$ cat src/rtl/imem_sequencer.sv
// imem_sequencer: owns both ports of the 16 x 8 instruction memory.
// LOAD writes a handshaked byte stream from address 0 upward.
// RUN walks the PC, presenting one registered instruction per cycle with stall/jump/halt.
module imem_sequencer #(
    parameter int unsigned    DW          = 8,
    parameter int unsigned    AW          = 4,
    parameter int unsigned    DEPTH       = 16,
    parameter logic [DW-1:0]  HALT_OPCODE = DW'(8'hFF)
) (
    input  logic          clk,
    input  logic          rst,
    // program loader
    input  logic          load_start,
    input  logic          load_valid,
    input  logic [DW-1:0] load_data,
    input  logic          load_last,
    output logic          load_ready,
    // run control
    input  logic          run_start,
    input  logic          stall,
    input  logic          jump,
    input  logic [AW-1:0] jump_addr,
    input  logic          abort,
    // memory ports
    output logic          mem_we,
    output logic [AW-1:0] mem_addr,
    output logic [DW-1:0] mem_in_data,
    output logic [AW-1:0] mem_pc,
    input  logic [DW-1:0] mem_out_data,
    // decode side / status
    output logic [DW-1:0] instr_out,
    output logic          instr_valid,
    output logic [AW:0]   prog_len,
    output logic          busy,
    output logic          load_done,
    output logic          run_done
);

    localparam int unsigned LW = AW + 1;

    typedef enum logic [1:0] {
        IDLE = 2'd0,
        LOAD = 2'd1,
        RUN  = 2'd2,
        HALT = 2'd3
    } state_t;

    state_t          state_q, state_d;
    logic [AW-1:0]   wr_ptr_q, wr_ptr_d;
    logic [AW-1:0]   pc_q, pc_d;
    logic [LW-1:0]   prog_len_q, prog_len_d;
    logic [DW-1:0]   instr_q, instr_d;
    logic            instr_valid_q, instr_valid_d;
    logic            load_done_q, load_done_d;
    logic            run_done_q, run_done_d;
    logic            accept;

    // State register.
    always_ff @(posedge clk or posedge rst) begin
        if (rst) begin
            state_q <= IDLE;
        end else begin
            state_q <= state_d;
        end
    end

    // Next state, datapath next values and the write handshake.
    always_comb begin
        state_d       = state_q;
        wr_ptr_d      = wr_ptr_q;
        pc_d          = pc_q;
        prog_len_d    = prog_len_q;
        instr_d       = instr_q;
        instr_valid_d = 1'b0;
        load_done_d   = 1'b0;
        run_done_d    = 1'b0;
        accept        = 1'b0;

        case (state_q)
            IDLE: begin
                if (load_start) begin
                    state_d    = LOAD;
                    wr_ptr_d   = '0;
                    prog_len_d = '0;
                end else if (run_start) begin
                    pc_d = '0;
                    if (prog_len_q == '0) begin
                        state_d    = HALT;
                        run_done_d = 1'b1;
                    end else begin
                        state_d = RUN;
                    end
                end
            end

            LOAD: begin
                if (load_valid) begin
                    accept     = 1'b1;
                    wr_ptr_d   = wr_ptr_q + AW'(1);
                    prog_len_d = prog_len_q + LW'(1);
                    // Memory full ends the load even without load_last.
                    if (load_last || (prog_len_q + LW'(1) == LW'(DEPTH))) begin
                        state_d     = IDLE;
                        load_done_d = 1'b1;
                    end
                end
            end

            RUN: begin
                if (!stall) begin
                    if (mem_out_data == HALT_OPCODE) begin
                        state_d    = HALT;
                        run_done_d = 1'b1;
                    end else begin
                        instr_d       = mem_out_data;
                        instr_valid_d = 1'b1;
                        if (jump) begin
                            if ({1'b0, jump_addr} >= prog_len_q) begin
                                state_d    = HALT;
                                run_done_d = 1'b1;
                            end else begin
                                pc_d = jump_addr;
                            end
                        end else if ({1'b0, pc_q} + LW'(1) == prog_len_q) begin
                            state_d    = HALT;
                            run_done_d = 1'b1;
                        end else begin
                            pc_d = pc_q + AW'(1);
                        end
                    end
                end
            end

            HALT: begin
                state_d = IDLE;
            end

            default: begin
                state_d = IDLE;
            end
        endcase

        // Abort drops back to IDLE silently; an accepted load byte still counts.
        if (abort && (state_q != IDLE)) begin
            state_d       = IDLE;
            pc_d          = pc_q;
            instr_d       = instr_q;
            instr_valid_d = 1'b0;
            load_done_d   = 1'b0;
            run_done_d    = 1'b0;
        end
    end

    // Datapath and pulse registers.
    always_ff @(posedge clk or posedge rst) begin
        if (rst) begin
            wr_ptr_q      <= '0;
            pc_q          <= '0;
            prog_len_q    <= '0;
            instr_q       <= '0;
            instr_valid_q <= 1'b0;
            load_done_q   <= 1'b0;
            run_done_q    <= 1'b0;
        end else begin
            wr_ptr_q      <= wr_ptr_d;
            pc_q          <= pc_d;
            prog_len_q    <= prog_len_d;
            instr_q       <= instr_d;
            instr_valid_q <= instr_valid_d;
            load_done_q   <= load_done_d;
            run_done_q    <= run_done_d;
        end
    end

    // Memory ports: write is qualified by the live handshake, read follows the PC.
    assign load_ready  = (state_q == LOAD);
    assign mem_we      = accept;
    assign mem_addr    = wr_ptr_q;
    assign mem_in_data = load_data;
    assign mem_pc      = pc_q;

    assign instr_out   = instr_q;
    assign instr_valid = instr_valid_q;
    assign prog_len    = prog_len_q;
    assign busy        = (state_q != IDLE);
    assign load_done   = load_done_q;
    assign run_done    = run_done_q;

endmodule

$ cat config.mk
export PLATFORM = sky130hd
export DESIGN_NAME = imem_sequencer
export DESIGN_NICKNAME = d
export VERILOG_FILES = /design/src/rtl/imem_sequencer.sv
export SDC_FILE = /design/constraint.sdc
export NUM_CORES = 1
export LEC_CHECK = 0
export CORE_MARGIN = 4
export CORE_UTILIZATION = 46
export DETAILED_ROUTE_END_ITERATION = 12
export GPL_TIMING_DRIVEN = 0
export PLACE_DENSITY = 0.94
export RECOVER_POWER = 25
export SYNTH_ARGS = -nofsm -noshare
export SYNTH_HDL_FRONTEND = slang
export SYNTH_SLANG_ARGS = --single-unit
$ cat constraint.sdc
create_clock -name clk -period 4.5 [get_ports clk]
set_clock_uncertainty 0.1 [all_clocks]
set_input_delay 0.9 -clock clk [delete_from_list [all_inputs] [get_ports clk]]
set_output_delay 0.9 -clock clk [all_outputs]
set_load 0.005 [all_outputs]
### After elaboration in Yosys (flattened, before gate mapping)

Cells that the tools add are included.

* magnitude comparators: 1
* mux-type cells: 46
* $add $sub $neg: 4
* reduce and logical (&&, ||, !) cells: 11
* eq/ne operators: 20
* bitwise logic cells: 3

Operator list (number)
* $mux W4: 9
* $mux W1: 20
* $mux W2: 10
* $pmux W4 S2: 2
* $ne A2 B2 Y1 const B: 6
* $mux W5: 2
* $ne A5 B5 Y1 const B: 2
* $pmux W5 S2: 1
* $ne A3 B3 Y1 const B: 3
* $add A4 B1 Y4 const B: 2
* $eq A8 B8 Y1 const B: 1
* $pmux W2 S4: 1
* $reduce_and A8 Y1: 1
* $reduce_and A6 Y1: 1
* $reduce_bool A2 Y1: 3
* $add A4 B1 Y5 const B: 1
* $add A5 B1 Y5 const B: 1
* $eq A5 B5 Y1: 1
* $eq A5 B5 Y1 const B: 1
* $ge A4 B5 Y1: 1
* $logic_not A5 Y1: 1
* $eq A2 B2 Y1 const B: 2
* $ne A4 B4 Y1 const B: 1
* $reduce_and A4 Y1: 1
* 9 further kinds: 11

* flip-flop bits (word level): 26
* output and inout bits: 35
* bits of input ports: 29
* word-level logic and storage cells: 93

### Depth between registers and ports, before layout

* depth in word-level cells: 8
* mapped depth: 9
* mapped depth without buffers: 8

### Worst setup path before layout

No wires, ideal clock.

* path type: input port to flip-flop
* start point: input jump_addr[2]
* end point: register pc_q[3] (netlist: mem_pc[3])
* setup time: 0.124 ns
* path buffers: 0
* arrival time: 2.628 ns
* slack: 1.648 ns
* required time: 4.276 ns
* stages: 7
* path through: ha_1 -> a211o_1 -> a31oi_1 -> nor4b_1 -> or4b_1 -> o21a_1 -> a211o_1

* word-level cells in the longest chain between the ends: 3

RTL lines
* start, declared: line 22 `input logic [AW-1:0] jump_addr,`
* $ge A4 B5 Y1: line 118 `if ({1'b0, jump_addr} >= prog_len_q) begin`
* $ne A3 B3 Y1 (no line)
* $reduce_and A8 Y1 (no line)
* end signal, assigned: line 166 `pc_q <= pc_d;`
* end, declared: line 50 `logic [AW-1:0] pc_q, pc_d;`

No other way between the ends.
A chain may end at the register's enable or synchronous reset.

### Final worst setup path

* start point: input load_valid
* end point: output mem_we

* word-level cells in the longest chain between the ends: 2

RTL lines
* start, declared: line 14 `input logic load_valid,`
* $mux W1: line 97 `if (load_valid) begin`
* $mux W1: line 79 `case (state_q)`
* end, declared: line 25 `output logic mem_we,`

No other way between the ends.

==> flow_summary.ini <==
[outcome]
status = completed

[floorplan]
rows = 20
die_width_um = 66.3
coreArea_sq_mm = 0.00315
start_util_pct = 49.5
boundaryPins = 64
fp.dieH_um = 66.3
die_area_sq_mm = 0.00439

[timing]
post-route-min-period_ns = 3.36
worstMarginPinSlew_ns = 0.978
max_slew_margin_pct = 34.8
grt_setup_unrepaired = no
fmax_mhz = 297
tns_ns = 0
slew_viol_final = 0
hold_viol_final = 0
setup_viol = 0
finalCritPeriodShare_pct = 74.7

[place]
dp_hpwl_um = 3190
placed_cells = 269
finalWeightedCongestion = 0.819
io_buffers = 55

[power_and_ir_drop]
seqPwrFrac_pct = 40.5
pwr_density_cell_mw_per_mm2 = 407
p_int_mw = 0.582
clkPwrFrac_pct = 13.5
peakVddDrop_uv = 276
p_switching_mw = 0.310
p_leak_nw = 0.977
comb_power_share_pct = 46.0
netSwitchingFraction_pct = 34.7

[clocking]
clock-sinks = 26
htree_num_levels = 1
hold_buffers = 0
cts_buffer_depth = 2
clk_pin_slew_ns = 0.13
cts_buffers = 3
cts_setup_buffers = 0
cts_tree = yes
root_buffer = clkbuf_4
clock_latency_ns = 0.33
cts_resized = 0

[synthesis]
synth_seq_cells = 26
synth_cells = 170
synth.distinct_cells = 46
syn_area_per_cell_sq_um = 9.19
async_reset_ff_share_pct = 100
synth_edf_count = 0
yosys_warnings = 0
synth-main-ff-cell = dfrtp_1
yosysSeqAreaShare_pct = 41.7
synth.net_count = 207
syn_area_sq_mm = 0.00156

[global_routing]
grt_pass1_wl_um = 6780
grt_max_degree = 27
globalRouteOverflowTotal = 0
antenna_found_initial = 0
grt_use_total_pct = 19.9
grt_pass1_vias = 1511

[setup_path]
cp-start-kind = input pin
worstSetupEndpointType = output port
cp_max_fo = 6
critical_path_class = in2out
slowest_stage = dlygate4sd3_1
reg2reg_depth = 9
crit_family = buffers and inverters
crit_arrival_ns = 2.36
worstPathCellList = dlygate4sd3_1 > nand2_1 > inv_1 > clkdlybuf4s50_1
reg2reg_from = prog_len[3]
rrSetupSlack_ns = 1.69
max_stage_delay_ns = 0.55
cp.required_ns = 3.50
timing.rr.end = mem_pc[3]
crit_buf_inv = 3

[job]
drv_cap = 0

[hold_path]
worstHoldStart = instr_out[2]
min_to = instr_out[2]
holdPathStages = 2
hold_path_class = reg2reg

[finish]
drive_gt1_share_pct = 8.73
area_delta_synth_final_pct = 40.3
stdcell_count = 273
antenna_cells = 0
final_cell_mix = clkdlybuf4s50_1 (53), nand2_1 (31), dfrtp_1 (26)
layout.nets = 267
final_common_cell = clkdlybuf4s50_1

[drt]
drt_iter0_drc = 94
wl_per_cell_um = 14.8
drc = 0
first_pass_iters = 4
wl_um = 4030
viasPerCell = 5.42
num_vias = 1479
drtAntennaViolNets = 0
-- synthesized netlist by cell type, types with 2 or more instances --
cell type	number	area, sq um
xnor2_1	5	43.8
dfrtp_1	26	651
nor4b_1	2	17.5
o21ai_0	9	45.0
nor3b_1	3	22.5
a31oi_1	2	12.5
nand2b_1	3	18.8
a211o_1	3	26.3
nor2_1	9	33.8
nor3_1	3	15.0
nor2b_1	3	18.8
nand4_1	4	25.0
xor2_1	3	26.3
inv_1	9	33.8
o2bb2ai_1	2	17.5
a21oi_1	6	30.0
buf_4	8	60.1
ha_1	8	100
o211ai_1	2	15.0
nand3_1	4	20.0
nand2_1	31	116
-- routing by layer --
metal / up-vias / GRT usage, % / share of wire (%)
met4: 0 / 12.4 / 3.9
li1: 711 / - / -
met5: - / 0 / 0
met3: 13 / 2.55 / 5.4
met2: 60 / 33.5 / 49
met1: 695 / 23.8 / 42
-- power groups by stage --
stage / sequential, mW / combinational, mW / clock (mW)
finish: 0.362 / 0.410 / 0.120
floorplan: 0.360 / 0.195 / 0
global route: 0.371 / 0.454 / 0.130
CTS: 0.360 / 0.421 / 0.123
detailed placement: 0.364 / 0.418 / 0
global placement: 0.360 / 0.403 / 0
-- final cells by class --
cell class / count / area [sq um]
Inverter: 10 / 37.5
Buffer: 12 / 88.8
Sequential cell: 26 / 651
Clock buffer: 4 / 36.3
Fill cell: 263 / 962
Multi-Input combinational cell: 122 / 772
Timing Repair Buffer: 55 / 551
Tap cell: 44 / 55.1
-- worst register-to-register path: cells and delay by family (launching register included) --
kind,cells,cell delay (ns)
simple gates,2,0.64
compound gates,4,0.93
flops,1,0.37
buf+inv,2,0.43
fa+ha+maj,1,0.23
-- logic make-up (layout without fill, tap and decap cells) --
logic type | after synthesis | after routing | synth area share (%)
adders and majority gates | 8 | 8 | 6.41
buffers and inverters | 22 | 81 | 8.09
muxes | 1 | 1 | 0.641
xor gates and xnor gates | 8 | 8 | 4.49
and+or+nand+nor | 74 | 74 | 25.4
AOI/OAI and AO/OA | 31 | 31 | 13.3
DFF | 26 | 26 | 41.7
-- stage by stage --
stage	setup slack [ns]	hold WS [ns]	util, %	cell area, sq um	power (mW)
final	1.14	0.391	69.5	2190	0.892
after global routing	1.07	0.409	69.5	2190	0.956
after CTS	1.21	0.397	69.9	2200	0.904
after detailed placement	1.06	0.364	68.7	2170	0.782
after global placement	1.07	0.353	68.7	2170	0.763
after floorplan	1.65	0.328	-	1560	0.555
-- state kept, by name, indices dropped and copies added, names as in the netlist --
register / cells
prog_len: 5
instr_out: 8
mem_pc: 4
instr_valid: 1
state_q: 2
run_done: 1
mem_addr: 4
load_done: 1
-- worst max-delay path by stage --
stage | from | slack (ns) | cells after the start | endpoint
2_1_floorplan | jump_addr[2] | 1.65 | 7 | mem_pc[3]
3_3_place_gp | jump_addr[2] | 1.07 | 8 | mem_pc[3]
3_5_place_dp | jump_addr[2] | 1.06 | 8 | mem_pc[3]
4_1_cts | load_valid | 1.21 | 4 | mem_we
5_1_grt | load_valid | 1.07 | 4 | mem_we
6_report | load_valid | 1.14 | 4 | mem_we
Note: power is estimated with default switching activity, not from simulation.
